### src/rtl/bytewrite_ram_master.sv
// rtl/bytewrite_ram_master.sv - request/response initiator for one port of a byte-write NO_CHANGE BRAM
// Define BWRAM_MASTER_OREG_EN when the RAM has an output register (read latency 2 instead of 1).
module bytewrite_ram_master #(
    parameter int NUM_COL    = 4,
    parameter int COL_WIDTH  = 8,
    parameter int ADDR_WIDTH = 10,
    parameter int DATA_WIDTH = NUM_COL * COL_WIDTH,
    parameter int RSP_DEPTH  = 4
) (
    input  logic                  clk,
    input  logic                  rst,
    input  logic                  req_valid,
    output logic                  req_ready,
    input  logic                  req_we,
    input  logic [NUM_COL-1:0]    req_be,
    input  logic [ADDR_WIDTH-1:0] req_addr,
    input  logic [DATA_WIDTH-1:0] req_wdata,
    output logic                  rsp_valid,
    input  logic                  rsp_ready,
    output logic [DATA_WIDTH-1:0] rsp_rdata,
    output logic                  ram_en,
    output logic [NUM_COL-1:0]    ram_we,
    output logic [ADDR_WIDTH-1:0] ram_addr,
    output logic [DATA_WIDTH-1:0] ram_din,
    input  logic [DATA_WIDTH-1:0] ram_dout,
    output logic                  busy
);

`ifdef BWRAM_MASTER_OREG_EN
    localparam int LAT = 2;
`else
    localparam int LAT = 1;
`endif
    localparam int PW = $clog2(RSP_DEPTH);
    localparam int CW = $clog2(RSP_DEPTH + 1);

    logic [LAT-1:0]        rd_pipe;
    logic [DATA_WIDTH-1:0] fifo_mem [RSP_DEPTH];
    logic [PW-1:0]         wr_ptr;
    logic [PW-1:0]         rd_ptr;
    logic [CW-1:0]         fifo_count;
    logic [CW-1:0]         used;
    logic [CW-1:0]         used_next;
    logic [CW-1:0]         inflight;
    logic                  ready_q;
    logic                  accept;
    logic                  rd_issue;
    logic                  wr_issue;
    logic                  push;
    logic                  pop;

    assign accept   = req_valid & ready_q;
    assign rd_issue = accept & ~req_we;
    // An all-zero strobe must not enable the port, or NO_CHANGE would perform a read.
    assign wr_issue = accept & req_we & (|req_be);

    assign ram_en   = rd_issue | wr_issue;
    assign ram_we   = wr_issue ? req_be : '0;
    assign ram_addr = req_addr;
    assign ram_din  = req_wdata;

    assign push      = rd_pipe[LAT-1];
    assign pop       = rsp_valid & rsp_ready;
    assign rsp_valid = (fifo_count != '0);
    assign rsp_rdata = fifo_mem[rd_ptr];
    assign req_ready = ready_q;

    always_comb begin
        inflight = '0;
        for (int i = 0; i < LAT; i++) begin
            inflight = inflight + CW'(rd_pipe[i]);
        end
    end

    assign busy = (inflight != '0) | (fifo_count != '0);

    // Credits cover both in-flight reads and buffered responses; a push only moves a credit between them.
    assign used_next = used + CW'(rd_issue) - CW'(pop);

    always_ff @(posedge clk) begin
        if (rst) begin
            rd_pipe    <= '0;
            wr_ptr     <= '0;
            rd_ptr     <= '0;
            fifo_count <= '0;
            used       <= '0;
            ready_q    <= 1'b0;
        end else begin
`ifdef BWRAM_MASTER_OREG_EN
            rd_pipe <= {rd_pipe[0], rd_issue};
`else
            rd_pipe <= rd_issue;
`endif
            if (push) begin
                wr_ptr <= wr_ptr + 1'b1;
            end
            if (pop) begin
                rd_ptr <= rd_ptr + 1'b1;
            end
            fifo_count <= fifo_count + CW'(push) - CW'(pop);
            used       <= used_next;
            ready_q    <= (used_next < CW'(RSP_DEPTH));
        end
    end

    always_ff @(posedge clk) begin
        if (push) begin
            fifo_mem[wr_ptr] <= ram_dout;
        end
    end

`ifndef SYNTHESIS
    fifo_no_overflow: assert property (@(posedge clk) disable iff (rst)
        !(push && !pop && (fifo_count == CW'(RSP_DEPTH))));
`endif

endmodule

### config.mk
export PLATFORM = sky130hd
export DESIGN_NAME = bytewrite_ram_master
export DESIGN_NICKNAME = d
export VERILOG_FILES = /design/src/rtl/bytewrite_ram_master.sv
export SDC_FILE = /design/constraint.sdc
export NUM_CORES = 1
export LEC_CHECK = 0
export BUFFER_PORTS_ARGS = -buffer_cell sky130_fd_sc_hd__buf_2
export CORE_ASPECT_RATIO = 0.75
export CORE_MARGIN = 3
export CORE_UTILIZATION = 30
export DETAILED_ROUTE_END_ITERATION = 10
export GPL_ROUTABILITY_DRIVEN = 0
export GPL_TIMING_DRIVEN = 0
export PLACE_DENSITY_LB_ADDON = 0.12
export SLEW_MARGIN = 30
export SYNTH_ARGS = -nofsm -noshare
export SYNTH_HDL_FRONTEND = slang
export SYNTH_SLANG_ARGS = --single-unit
### constraint.sdc
create_clock -name clk -period 3.3 [get_ports clk]
set_input_delay 0.66 -clock clk [delete_from_list [all_inputs] [get_ports clk]]
set_output_delay 0.66 -clock clk [all_outputs]
set_load 0.1 [all_outputs]
# Word level (Yosys, flattened, before mapping)
# Memories as Yosys holds them, arrays and structs flattened. A register that Yosys moved wholly into a read port is not among the register bits.
# Cells that the tools add are included.
[op_classes] add_sub_neg=6 multipliers=0 div_mod_pow=0 order_cmp=1 eq_ne=0 shifts=0 mux=5 bitwise=8 n_reduce_logical=2
[op_table] operator="3-bit by 1-bit adder with 3-bit output" count=2
[op_table] operator="3-bit by 1-bit subtractor with 3-bit output" count=2
[op_table] operator="1-bit bitwise AND" count=5
[op_table] operator="2-bit by 1-bit adder with 2-bit output (second input constant)" count=2
[op_table] operator="2-bit two-way mux" count=2
[op_table] operator="4-bit two-way mux" count=1
[op_table] operator="4-bit OR reduction" count=1
[op_table] operator="3-bit less-than comparator (second input constant)" count=1
[op_table] operator="3-bit nonzero test" count=1
[op_table] operator="1-bit two-way mux" count=2
[op_table] operator="1-bit bitwise OR" count=2
[op_table] operator="1-bit NOT" count=1
[totals] reg_bits=12 latch_bits=0 mem_bits_rw=128 mem_bits_ro=0 input_bits=83 output_inout_bits=82 word_cells=29 n_memories=1
[memory_table] name="fifo_mem" words=4 word_bits=32 rd=1 rd_clocked_by_memory_dff=1 wr=1 line_no="38" source="logic [DATA_WIDTH-1:0] fifo_mem [RSP_DEPTH];"

# Longest topological paths before layout
[logic_depth] depth_word=5 ltp_mapped=7 mapped_depth_nobuf=7

# Worst setup path before layout
# No wires, ideal clock.
[synth_path] path_kind="register -> output" start="register ready_q (netlist: req_ready)" end="output ram_en" arrival_ns=2.554 t_required_ns=2.640 slack_ns=0.086 path_stages_with_launch=3 n_path_buf=0 path_cell_list="dfxtp_1 -> nand2_1 -> a21oi_1"
[synth_between] elab_chain_len=4 elab_cells_between_ends=5 classes_between="bitwise: 5"
[synth_rtl] item="start: declaration" line_no="45" source="logic ready_q;"
[synth_rtl] item="start signal: assignment" line_no="102" source="ready_q <= (used_next < CW'(RSP_DEPTH));"
[synth_rtl] item="1-bit bitwise AND *" line_no="52" source="assign accept = req_valid & ready_q;"
[synth_rtl] item="1-bit bitwise AND (2 in series)" line_no="55" source="assign wr_issue = accept & req_we & (|req_be);"
[synth_rtl] item="1-bit bitwise OR *" line_no="57" source="assign ram_en = rd_issue | wr_issue;"
[synth_rtl] item="end: declaration" line_no="21" source="output logic ram_en,"
# Every way passes the cells marked *; elsewhere a longest branch is shown, timed or not.

==> results by stage <==
STA:
- Setup repair after global routing left no endpoint under its margin.
- The final period utilization is 77.2%.
- The worst setup margin is 0.753 ns.
- The final worst clock skew is 0.00710 ns.
- The routed design could run at a clock period as short as 2.55 ns.
- The remaining max-slew budget at the tightest pin is 61.9%.
- The achievable clock frequency is 393 MHz.
- Setup violations remaining at the end of the flow were counted as 0.
- On the final layout, the worst hold slack is 0.465 ns.
- The actual slew at the worst max-slew pin is 0.572 ns.
- The final number of max-transition violations came to 0.
- After routing, the total negative slack on setup checks comes to 0 ns.
- The total count of hold-check failures in the final report is 0.

Route:
- The DRC marker count from the first detailed-route iteration is 169.
- The vias after detailed routing is 2884.
- The detail-routed via count per cell is 4.22.
- After detailed routing, the average wire length per cell comes to 16.0 um.
- The total routed wirelength is 10900 um.
- The remaining antenna violation count is 0.
- Before antenna repair, the detailed router went through 4 iterations.
- The number of design rule violations left after detail routing is 0.

Pwr:
- IR analysis of the VDD net gives a maximum drop of 0.000447 V.
- The proportion of power drawn by flip-flops and latches is 33.4%.
- The internal power is 3.79 mW.
- The power density over cell area is 850 mW/mm^2.
- The switching power is 2.43 mW.
- Per report_power, the combinational group accounts for 35.7% of the total.
- The part of the power in the clock network is 30.9%.
- In this run the static leakage power is 2.70 nW.
- The switching fraction of total power is 39.1%.

Clock network:
- The worst-case clock buffer depth is 2.
- The number of hold buffers added after cts is 0.
- The H-tree was split into 4 levels.
- The clock latency on the worst-skew pair is 0.40 ns.
- Gates resized during post-CTS repair numbered 0.
- The buffer count from post-CTS setup fixing is 0.
- In this run, CTS created clock tree buffers numbering 17.
- The CTS sink count is 142.
- The clock-pin transition on the worst setup and hold timing paths is 0.06 ns.
- The tree is rooted in a sky130_fd_sc_hd__clkbuf_16.
- TritonCTS built the clock tree.

Synthesis:
- Synthesis produced 279 cells.
- The portion of the post-synthesis area used by sequential elements is 72.2%.
- For this run, the number of Yosys warnings is 0.
- The synthesized area per cell is 20.5 um^2.
- The post-synthesis register bit count is 142.
- The mapped netlist covers 0.00571 mm^2.
- Summed over its instances, the top area cell type makes up 67.3% of the synthesized netlist area.
- The netlist uses 30 different library cells.
- Of all cell types, the one taking the most synthesized area is sky130_fd_sc_hd__edfxtp_1.
- The number of nets handed over by synthesis was 370.
- By area the synthesized netlist is led by sky130_fd_sc_hd__edfxtp_1 (67%), sky130_fd_sc_hd__mux4_2 (12%), sky130_fd_sc_hd__buf_4 (5.5%).

Floorplan:
- In this run the horizontal extent of the chip is 165 um.
- Row generation in the floorplan step produced 43 rows.
- Measured along the y axis, the die boundary spans 125 um.
- The number of primary I/O pins is 165.
- The overall die area is 0.0207 mm^2.
- The floorplan step defined a core boundary enclosing 0.0186 mm^2.
- The starting density of the core is 30.8%.

Setup path:
- The highest fanout seen on the critical path is 10.
- The data arrival time of the critical path is 1.89 ns.
- The most common cell type on the critical path is sky130_fd_sc_hd__buf_2.
- The number of buffers and inverters on the critical path is 2.
- The nature of the critical path startpoint is a flop.
- The endpoint required time on the critical path is 2.64 ns.
- The largest incremental delay on the critical path is 0.43 ns.
- In this design, the largest share of critical-path delay is due to buffers and inverters.
- The type of the setup path with the least slack is flop to primary output.
- The type of element capturing the critical path is a primary output.
- The slowest stage cell on the critical path is sky130_fd_sc_hd__buf_2.
- The signal on the critical path passes through buf_2, mux4_2, buf_2.

Global routing:
- The global route total overflow is 0.
- The via count of the first global-routing pass is 3027.
- The number of antenna violations at the first check in global routing is 2.
- The first global-routing pass estimated 16500 um of wire.
- The overall fraction of global-route tracks in use is 10.8%.
- Entering global routing, the biggest net connects 33 pins.

Placement:
- The worst setup timing slack at the placement stage is 1.11 ns.
- The number of I/O port buffers is 122.
- The post-place instance area is 0.00672 mm^2.
- In this run, placement finished with an instance count of 651.
- The sum of net half-perimeters after detailed placement is 7230 um.

Cells and area:
- The area growth from synthesis to layout is 28.1%.
- For this run, the post-layout net count is 514.
- The repair_antennas step left the layout with diodes totalling 0.
- The fraction of layout instances using a drive strength above 1 is 56.0%.
- Once layout is complete, the cells apart from fillers number 683.
- The finished cells cover 0.00731 mm^2.

Flow run:
- Max-cap violations in this run came to 0.

Hold path:
- The path class of the tightest hold or removal check is primary input to flop.

Status:
- The flow ran to the end, and the final reports show no timing, DRC or antenna violations.
-- cells in the mapped netlist --
cell type,count
sky130_fd_sc_hd__and2_1,8
sky130_fd_sc_hd__nor4_1,1
sky130_fd_sc_hd__fa_1,2
sky130_fd_sc_hd__o311ai_0,1
sky130_fd_sc_hd__clkbuf_1,2
sky130_fd_sc_hd__edfxtp_1,128
sky130_fd_sc_hd__buf_2,3
sky130_fd_sc_hd__mux2i_1,1
sky130_fd_sc_hd__o31ai_4,1
sky130_fd_sc_hd__xor2_1,1
sky130_fd_sc_hd__xor3_1,1
sky130_fd_sc_hd__buf_4,42
sky130_fd_sc_hd__buf_12,3
sky130_fd_sc_hd__dfxtp_1,14
sky130_fd_sc_hd__ha_1,6
sky130_fd_sc_hd__nand3b_1,1
sky130_fd_sc_hd__xnor3_1,1
sky130_fd_sc_hd__or3_1,1
sky130_fd_sc_hd__mux4_2,30
sky130_fd_sc_hd__nor2_1,8
sky130_fd_sc_hd__or2_2,2
sky130_fd_sc_hd__mux4_1,2
sky130_fd_sc_hd__xnor2_1,2
sky130_fd_sc_hd__a21oi_1,1
sky130_fd_sc_hd__nand2_1,1
sky130_fd_sc_hd__and3_1,1
sky130_fd_sc_hd__mux2_2,3
sky130_fd_sc_hd__nor2b_1,7
sky130_fd_sc_hd__buf_6,1
sky130_fd_sc_hd__inv_1,4
-- cells by family (layout without fill, tap and decap cells) --
kind of cell               after synthesis  count (layout)  share of synthesized area, %
muxes                                   36              36                          13.5
xor gates and xnor gates                 5               5                          1.27
AOI/OAI and AO/OA                        3               3                         0.614
adders and majority gates                8               8                          2.02
buffers and inverters                   55             212                          7.43
DFF                                    142             142                          72.2
and+or+nand+nor                         30              30                          2.91
-- per-stage QoR --
step | total power [mW] | util, %
after global routing | 6.46 | 39.4
after CTS | 6.31 | 39.4
final | 6.22 | 39.4
after floorplan | 4.05 | -
after detailed placement | 4.37 | 36.2
after global placement | 4.35 | 35.7
-- worst register-to-register path, cell delays in order, from the launching register on --
cell                      delay [ns]
sky130_fd_sc_hd__dfxtp_1        0.36
sky130_fd_sc_hd__o31ai_4        0.42
sky130_fd_sc_hd__xor2_1         0.19
sky130_fd_sc_hd__ha_1           0.16
sky130_fd_sc_hd__inv_1          0.04
sky130_fd_sc_hd__fa_1           0.36
sky130_fd_sc_hd__xnor3_1        0.20
sky130_fd_sc_hd__nor2b_1        0.14
-- layout by cell type (no fill, tap or decap) --
cell                         count
sky130_fd_sc_hd__edfxtp_1      128
sky130_fd_sc_hd__buf_2         125
sky130_fd_sc_hd__buf_4          42
sky130_fd_sc_hd__mux4_2         30
sky130_fd_sc_hd__clkbuf_16      17
sky130_fd_sc_hd__dfxtp_1        14
sky130_fd_sc_hd__nor2_1          8
sky130_fd_sc_hd__nor2b_1         7
sky130_fd_sc_hd__ha_1            6
sky130_fd_sc_hd__inv_1           4
sky130_fd_sc_hd__and2_1          4
sky130_fd_sc_hd__clkbuf_1        4
sky130_fd_sc_hd__buf_12          3
sky130_fd_sc_hd__and2_2          3
sky130_fd_sc_hd__mux2_2          3
sky130_fd_sc_hd__clkinvlp_4      3
sky130_fd_sc_hd__clkinv_2        3
sky130_fd_sc_hd__inv_6           3
sky130_fd_sc_hd__bufinv_16       3
sky130_fd_sc_hd__buf_16          3
sky130_fd_sc_hd__mux4_1          2
sky130_fd_sc_hd__xnor2_1         2
sky130_fd_sc_hd__or2_2           2
sky130_fd_sc_hd__fa_1            2
sky130_fd_sc_hd__and3_1          1
sky130_fd_sc_hd__buf_6           1
sky130_fd_sc_hd__o31ai_4         1
sky130_fd_sc_hd__nand3b_1        1
sky130_fd_sc_hd__and2_4          1
sky130_fd_sc_hd__or3_1           1
sky130_fd_sc_hd__nor4_1          1
sky130_fd_sc_hd__nand2_1         1
sky130_fd_sc_hd__a21oi_1         1
sky130_fd_sc_hd__xor2_1          1
sky130_fd_sc_hd__o311ai_0        1
sky130_fd_sc_hd__mux2i_1         1
sky130_fd_sc_hd__xor3_1          1
sky130_fd_sc_hd__xnor3_1         1
sky130_fd_sc_hd__clkinv_4        1
-- worst paths after layout --
path / depth (start not counted) / startpoint / slack, ns / end
max reg2reg: 7 / fifo_count[1] / 1.32 / req_ready
max: 3 / flop / 0.75 / rsp_rdata[23]
min: 1 / ram_dout[9] / 0.47 / fifo_mem[1][9]
min reg2reg: 2 / wr_ptr[0] / 0.56 / wr_ptr[0]
-- routing by layer --
| layer | up-vias | share of wire, % | global-route usage [%] | wire length [um] |
|---|---|---|---|---|
| met4 | 4 | 0.90 | 3.81 | 98 |
| met3 | 14 | 6.5 | 3.94 | 705 |
| met2 | 86 | 50 | 17.2 | 5430 |
| met5 | - | 0.20 | 0 | 22 |
| met1 | 1444 | 43 | 13.6 | 4640 |
| li1 | 1336 | - | - | - |
-- layout make-up --
class	count	area, um^2
buffer	51	409
timing repair buffer	125	693
fill	1753	11200
tap	247	309
multi-input combinational	82	1170
inverter	4	15.0
clock buffer	19	433
clock inverter	13	163
sequential	142	4120
-- registers in the layout (all words and copies together) (netlist names), named ones only --
signal / count
fifo_count: 3
fifo_mem: 128
push: 1
rd_ptr: 2
req_ready: 1
used: 3
wr_ptr: 2
-- power groups by stage --
stage / clock network (mW) / registers (mW) / logic (mW)
after global placement: 0 / 2.11 / 2.24
after CTS: 1.98 / 2.08 / 2.26
final: 1.92 / 2.07 / 2.22
after floorplan: 0 / 2.14 / 1.91
after detailed placement: 0 / 2.11 / 2.25
after global routing: 2.05 / 2.08 / 2.33
Note: power is estimated with default switching activity, not from simulation.
